**config.mk**
```make
export PLATFORM = sky130hd
export DESIGN_NAME = fc_weight_applier
export DESIGN_NICKNAME = d
export VERILOG_FILES = /design/src/rtl/fc_weight_applier.sv
export SDC_FILE = /design/constraint.sdc
export NUM_CORES = 1
export LEC_CHECK = 0
export CAP_MARGIN = 20
export CORE_MARGIN = 4
export CORE_UTILIZATION = 25
export DETAILED_ROUTE_END_ITERATION = 10
export HOLD_SLACK_MARGIN = 0.08
export PLACE_DENSITY_LB_ADDON = 0.15
export SYNTH_ARGS = -nofsm -noshare
export SYNTH_HDL_FRONTEND = slang
export SYNTH_SLANG_ARGS = --single-unit
```
**constraint.sdc**
```tcl
create_clock -name clk -period 3.27 [get_ports clk]
set_clock_uncertainty 0.15 [all_clocks]
set_input_delay 0.4905 -clock clk [delete_from_list [all_inputs] [get_ports clk]]
set_output_delay 0.4905 -clock clk [all_outputs]
set_load 0.02 [all_outputs]
```
**src/rtl/fc_weight_applier.sv**
```systemverilog
// fc_weight_applier: applies backprop updates to the FC layer parameter memory.
// Walks weights then biases in one flat address space, one element per cycle,
// by read-modify-write with new = sat(old - update). Reports busy/done and a
// count of saturated writes for the current or most recent pass.
module fc_weight_applier #(
  parameter int IN_DIM = 196,
  parameter int OUT_DIM = 10,
  parameter int DATA_W = 16,
  parameter int ADDR_W = 11
) (
  input  logic              clk,
  input  logic              rst,
  input  logic              start,
  input  logic              hold,
  output logic              busy,
  output logic              done,
  output logic              rd_en,
  output logic [ADDR_W-1:0] rd_addr,
  input  logic [DATA_W-1:0] w_rd_data,
  input  logic [DATA_W-1:0] u_rd_data,
  output logic              wr_en,
  output logic [ADDR_W-1:0] wr_addr,
  output logic [DATA_W-1:0] wr_data,
  output logic [15:0]       sat_count
);

  // Weights occupy 0..IN_DIM*OUT_DIM-1, biases follow immediately after.
  localparam int N_ELEM = IN_DIM * OUT_DIM + OUT_DIM;
  localparam logic [ADDR_W-1:0] LAST_ADDR = ADDR_W'(N_ELEM - 1);
  localparam logic [DATA_W-1:0] MAX_VAL = {1'b0, {(DATA_W-1){1'b1}}};
  localparam logic [DATA_W-1:0] MIN_VAL = {1'b1, {(DATA_W-1){1'b0}}};

  typedef enum logic [1:0] {
    S_IDLE,
    S_RUN,
    S_DRAIN,
    S_DONE
  } state_t;

  state_t state, state_nxt;

  logic [ADDR_W-1:0] rd_cnt;
  logic              start_acc;
  logic              s1_valid;
  logic [ADDR_W-1:0] s1_addr;
  logic [DATA_W:0]   diff;
  logic              diff_ovf;
  logic [DATA_W-1:0] diff_clamped;

  assign start_acc = (state == S_IDLE) && start;
  assign rd_addr   = rd_cnt;

  // State register.
  always_ff @(posedge clk or posedge rst) begin
    if (rst) state <= S_IDLE;
    else     state <= state_nxt;
  end

  // Next-state logic plus the state-decoded strobes (busy, done, read issue).
  always_comb begin
    state_nxt = state;
    busy      = 1'b0;
    done      = 1'b0;
    rd_en     = 1'b0;
    case (state)
      S_IDLE: begin
        if (start) state_nxt = S_RUN;
      end
      S_RUN: begin
        busy = 1'b1;
        if (!hold) begin
          rd_en = 1'b1;
          if (rd_cnt == LAST_ADDR) state_nxt = S_DRAIN;
        end
      end
      S_DRAIN: begin
        busy = 1'b1;
        // Once stage 1 is empty, the last write is on the bus this cycle.
        if (!s1_valid) state_nxt = S_DONE;
      end
      S_DONE: begin
        done      = 1'b1;
        state_nxt = S_IDLE;
      end
      default: state_nxt = S_IDLE;
    endcase
  end

  // Read address counter: cleared on start, advances only on issued reads.
  always_ff @(posedge clk or posedge rst) begin
    if (rst)            rd_cnt <= '0;
    else if (start_acc) rd_cnt <= '0;
    else if (rd_en)     rd_cnt <= rd_cnt + 1'b1;
  end

  // Stage 1: track the address whose data returns from memory next cycle.
  always_ff @(posedge clk or posedge rst) begin
    if (rst) begin
      s1_valid <= 1'b0;
      s1_addr  <= '0;
    end else begin
      s1_valid <= rd_en;
      if (rd_en) s1_addr <= rd_cnt;
    end
  end

  // Subtract with one guard bit, then clamp to the signed DATA_W range.
  always_comb begin
    diff         = {w_rd_data[DATA_W-1], w_rd_data} - {u_rd_data[DATA_W-1], u_rd_data};
    diff_ovf     = diff[DATA_W] ^ diff[DATA_W-1];
    diff_clamped = diff[DATA_W-1:0];
    if (diff_ovf) diff_clamped = diff[DATA_W] ? MIN_VAL : MAX_VAL;
  end

  // Stage 2: registered write port.
  always_ff @(posedge clk or posedge rst) begin
    if (rst) begin
      wr_en   <= 1'b0;
      wr_addr <= '0;
      wr_data <= '0;
    end else begin
      wr_en <= s1_valid;
      if (s1_valid) begin
        wr_addr <= s1_addr;
        wr_data <= diff_clamped;
      end
    end
  end

  // Saturation counter: cleared on start, sticks at all-ones.
  always_ff @(posedge clk or posedge rst) begin
    if (rst)                                         sat_count <= '0;
    else if (start_acc)                              sat_count <= '0;
    else if (s1_valid && diff_ovf && sat_count != '1) sat_count <= sat_count + 1'b1;
  end

endmodule

```
### After elaboration in Yosys (flattened, before gate mapping)

Cells that the tools add are included.

* register bits: 69
* input bits: 36
* output and inout port bits: 58
* logic and storage cells: 44

* $add $sub $neg: 3
* equal/unequal tests: 9
* muxes and demuxes: 15
* bitwise gates (word level): 1
* reduce and logical (&&, ||, !) cells: 8

Operators with widths (number)
* two-way mux 16 bit: 4
* two-way mux 11 bit: 2
* subtractor 16 x 16 -> 17 bit: 1
* adder 16 x 1 -> 16 bit, second input constant: 1
* != test 16 bit, second input constant: 1
* adder 11 x 1 -> 11 bit, second input constant: 1
* equality test 11 bit, second input constant: 1
* two-way mux 2 bit: 4
* != test 2 bit, second input constant: 4
* case mux 2 bit (4 select lines): 1
* equality test 2 bit, second input constant: 2
* two-way mux 1 bit: 4
* AND reduction 4 bit: 1
* nonzero test 2 bit: 2
* logical AND 1 bit: 3
* equality test 2 x 1 -> 1 bit, second input constant: 1
* logical NOT 2 bit: 1
* OR reduction 2 bit: 1
* XOR 1 bit: 1

### Longest topological paths before layout

* word-level depth: 6
* mapped depth: 12
* gate-level depth less buffers: 11

### Least setup slack after synthesis

Ideal clock, no wire load.

* path type: input-to-reg
* start: in w_rd_data[0]
* end: reg sat_count[1]
* setup time: 0.132 ns
* data arrival time: 2.353 ns
* data required time: 2.988 ns
* slack: 0.635 ns
* cell stages on the path: 12
* buffers on the path: 1
* cell sequence: inv_1 > ha_1 > inv_1 > fa_1 > nand3_1 > a21oi_2 > o221ai_2 > a21oi_4 > mux2i_2 > buf_4 > mux2i_1 > nor2_1

* cells in the longest elaborated chain, start to end: 5

Ends and longest elaborated chain
* start, declared: RTL line 19 `input logic [DATA_W-1:0] w_rd_data,`
* subtractor 16 x 16 -> 17 bit: RTL line 109 `diff = {w_rd_data[DATA_W-1], w_rd_data} - {u_rd_data[DATA_W-1], u_rd_data};`
* XOR 1 bit: RTL line 110 `diff_ovf = diff[DATA_W] ^ diff[DATA_W-1];`
* logical AND 1 bit (2 in a row): RTL line 134 `else if (s1_valid && diff_ovf && sat_count != '1) sat_count <= sat_count + 1'b1;`
* nonzero test 2 bit (no source line)
* end signal, assigned: RTL line 134
* end, declared: RTL line 24 `output logic [15:0] sat_count`

Every way passes these cells.
A chain may end at the register's enable or synchronous reset.

### Worst setup path after layout

* start: in u_rd_data[11]
* end: reg sat_count[11]

* cells in the longest elaborated chain, start to end: 5

Ends and longest elaborated chain
* start, declared: RTL line 20 `input logic [DATA_W-1:0] u_rd_data,`
* subtractor 16 x 16 -> 17 bit: RTL line 109
* XOR 1 bit: RTL line 110
* logical AND 1 bit (2 in a row): RTL line 134
* nonzero test 2 bit (no source line)

Every way passes these cells.

==> metrics.cfg <==
[status]
status=finished clean

[hold_path]
hp-class=flip-flop to flip-flop

[route]
drc=0
firstDrtPassIters=4
viasPerCell=4.60
drt_wl_total_um=11000
drtIter0Drc=92
wl_met3_um=546
ant_nets=0
highest_layer=met4
route.met2.wl_um=5240
num_vias=3535
met1_length_um=5080
wl_per_cell_um=14.3

[setup_path]
worstPathCellList=clkdlybuf4s50_1 > inv_1 > ha_1 > nand3_1 > o211ai_1 > a41oi_1 > a21oi_1 > mux2i_2 > buf_12 > or4_1 > a21oi_1
crit_top_cell=a21oi_1
cp.required_ns=3.38
cpPeakStageDelay_ns=0.46
critPathArrivalTime_ns=3.11
slowest_stage=clkdlybuf4s50_1
crit_fanout=17
worst_setup_path_start_kind=primary input
end_kind=flip-flop
r2r_slack_ns=0.92
critical_path_class=primary input to flip-flop

[yosys]
synth-seq-area-share_pct=42.8
async_reset_ff_share_pct=100
synth_commonest_cells=69 x dfrtp_1, 43 x nor2_1, 41 x inv_1
netlist_instances=423
synth_warnings=0
synth-edff-count=0
synth_area_per_cell_um2=9.54
yosys.area.top_type=dfrtp_1
syn-num-nets=484
yosysMostFrequentCell=dfrtp_1
synth_seq_cells=69
synth_area_um2=4030
synth_top_area_share_pct=42.8
synth_area_leaders=dfrtp_1 43%, ha_1 7.4%, mux2_2 6.7%
yosys_most_used_dff=dfrtp_1
synthDistinctLibCells=53

[power_and_ir_drop]
total_power_mw=3.86
seqPwrFrac_pct=32.2
peakVddDrop_mv=0.755
swShare_pct=35.3
clockPowerShare_pct=28.3
power.internal_mw=2.50
p_sw_mw=1.36
leakagePower_nw=2.55
power.density_nw_per_um2=665
p_comb_share_pct=39.6

[cts]
cts_sinks=69
worstSkewPairLatency_ns=0.33
htree_levels=3
cts_tree=built
clk_pin_slew_ns=0.06
cts_buffers=9
clockBufferDepth=2
post-cts-setup-buffers=0
cts-root-buf=clkbuf_16
holdBufCountCts=0
ctsResizeCount=0

[die]
initial_core_util_pct=25.5
die-area_um2=18200
die_h_um=135
rows=46
die_w_um=135
core-area_um2=15800
boundaryPins=94

[placement]
port_buffers=93
gp_congestion=0.764
place_inst=752
dp_hpwl_um=8150

[finish]
fin_nets=608
area_delta_synth_final_pct=43.8
n_antenna_cell=0
fin_cells=768
layout-drive-gt1-share_pct=15.2

[global_route]
antenna_found_initial=0
grtUsageTotal_pct=12.4
grt_start_max_net_pins=70
overflow=0
grt_pass1_wl_um=18300
grt_pass1_vias=3698

[run]
drv_cap=0

[sta]
tightest_slew_ns=0.523
setup_violations=0
slew_violations=0
finalCritPeriodShare_pct=92.0
rsz0062_at_grt=false
slew_headroom_pct=65.1
finalHoldViolations=0
fmax_mhz=333
fin_crit_ns=3.01

[kinds of logic (layout without fill, tap and decap cells)]
kind of cell | Yosys count | count (layout) | share of synthesized area (%)
buf+inv | 56 | 185 | 5.49
xor+xnor | 21 | 21 | 4.56
compound gates | 99 | 99 | 16.0
simple gates | 125 | 125 | 15.4
flops | 69 | 69 | 42.8
mux | 28 | 28 | 7.79
fa+ha+maj | 25 | 25 | 7.94
[worst max-delay path: cells and delay by family]
family | cells | cell delay, ns
AO/OA/AOI/OAI | 4 | 0.90
buffers and inverters | 3 | 0.66
AND/OR/NAND/NOR | 2 | 0.56
adder cells (fa/ha/maj) | 1 | 0.37
multiplexers | 1 | 0.12
[path summary, 6_finish.rpt]
| path | cells past startpoint | start | to |
|---|---|---|---|
| max | 11 | u_rd_data[11] | sat_count[11] |
| min | 1 | s1_addr[8] | s1_addr[8] |
| max reg2reg | 8 | sat_count[7] | sat_count[11] |
| min reg2reg | 1 | s1_addr[8] | s1_addr[8] |
| max in group asynchronous | 3 | rst | sat_count[6] |
| min in group asynchronous | 3 | rst | wr_data[3] |
[layer usage]
layer  GRT usage [%]  vias up
met3            3.76       11
li1                -     1751
met5               0        -
met1            15.7     1694
met2            20.7       79
met4            3.53        0
[state kept, by name, summed over array words and instances, names as in the netlist]
name,count
sat_count,16
wr_data,16
rd_addr,11
s1_addr,11
wr_addr,11
state,2
s1_valid,1
wr_en,1
[per-stage QoR]
step           hold slack (ns)  setup WS, ns  area [µm²]  utilization [%]  setup TNS (ns)
2_1_floorplan            0.202         0.635        4030                -               0
3_3_place_gp             0.334       -0.0217        5470             34.5          -0.101
3_5_place_dp             0.344       -0.0927        5470             34.5          -0.428
4_1_cts                  0.359         0.270        5800             36.6               0
5_1_grt                  0.377        0.0496        5800             36.6               0
6_report                 0.353         0.263        5800             36.6               0
[layout make-up]
cell class	count	area, µm²
clock inverter	6	93.8
sequential	69	1730
tap	216	270
fill	1646	10000
clock buffer	10	239
timing repair buffer	128	1230
multi-input combinational	298	2090
inverter	41	154
[placed cells by master (no fill, tap or decap), drive strengths merged, types with 10 or more instances in the layout]
master	count
o21ai	17
nand3	19
mux2	24
a21oi	37
o22ai	12
xor2	12
clkdlybuf4s50	93
nor2	43
ha	24
nand2	21
buf	35
inv	43
dfrtp	69
clkbuf	10
[power groups by stage]
| stage | Clock [mW] | Combinational [mW] | Sequential [mW] |
|---|---|---|---|
| detailed placement | 0 | 1.55 | 1.26 |
| global placement | 0 | 1.53 | 1.26 |
| CTS | 1.12 | 1.56 | 1.25 |
| floorplan | 0 | 0.669 | 1.43 |
| finish | 1.09 | 1.53 | 1.24 |
| global route | 1.16 | 1.67 | 1.28 |
Note: power is estimated with default switching activity, not from simulation.
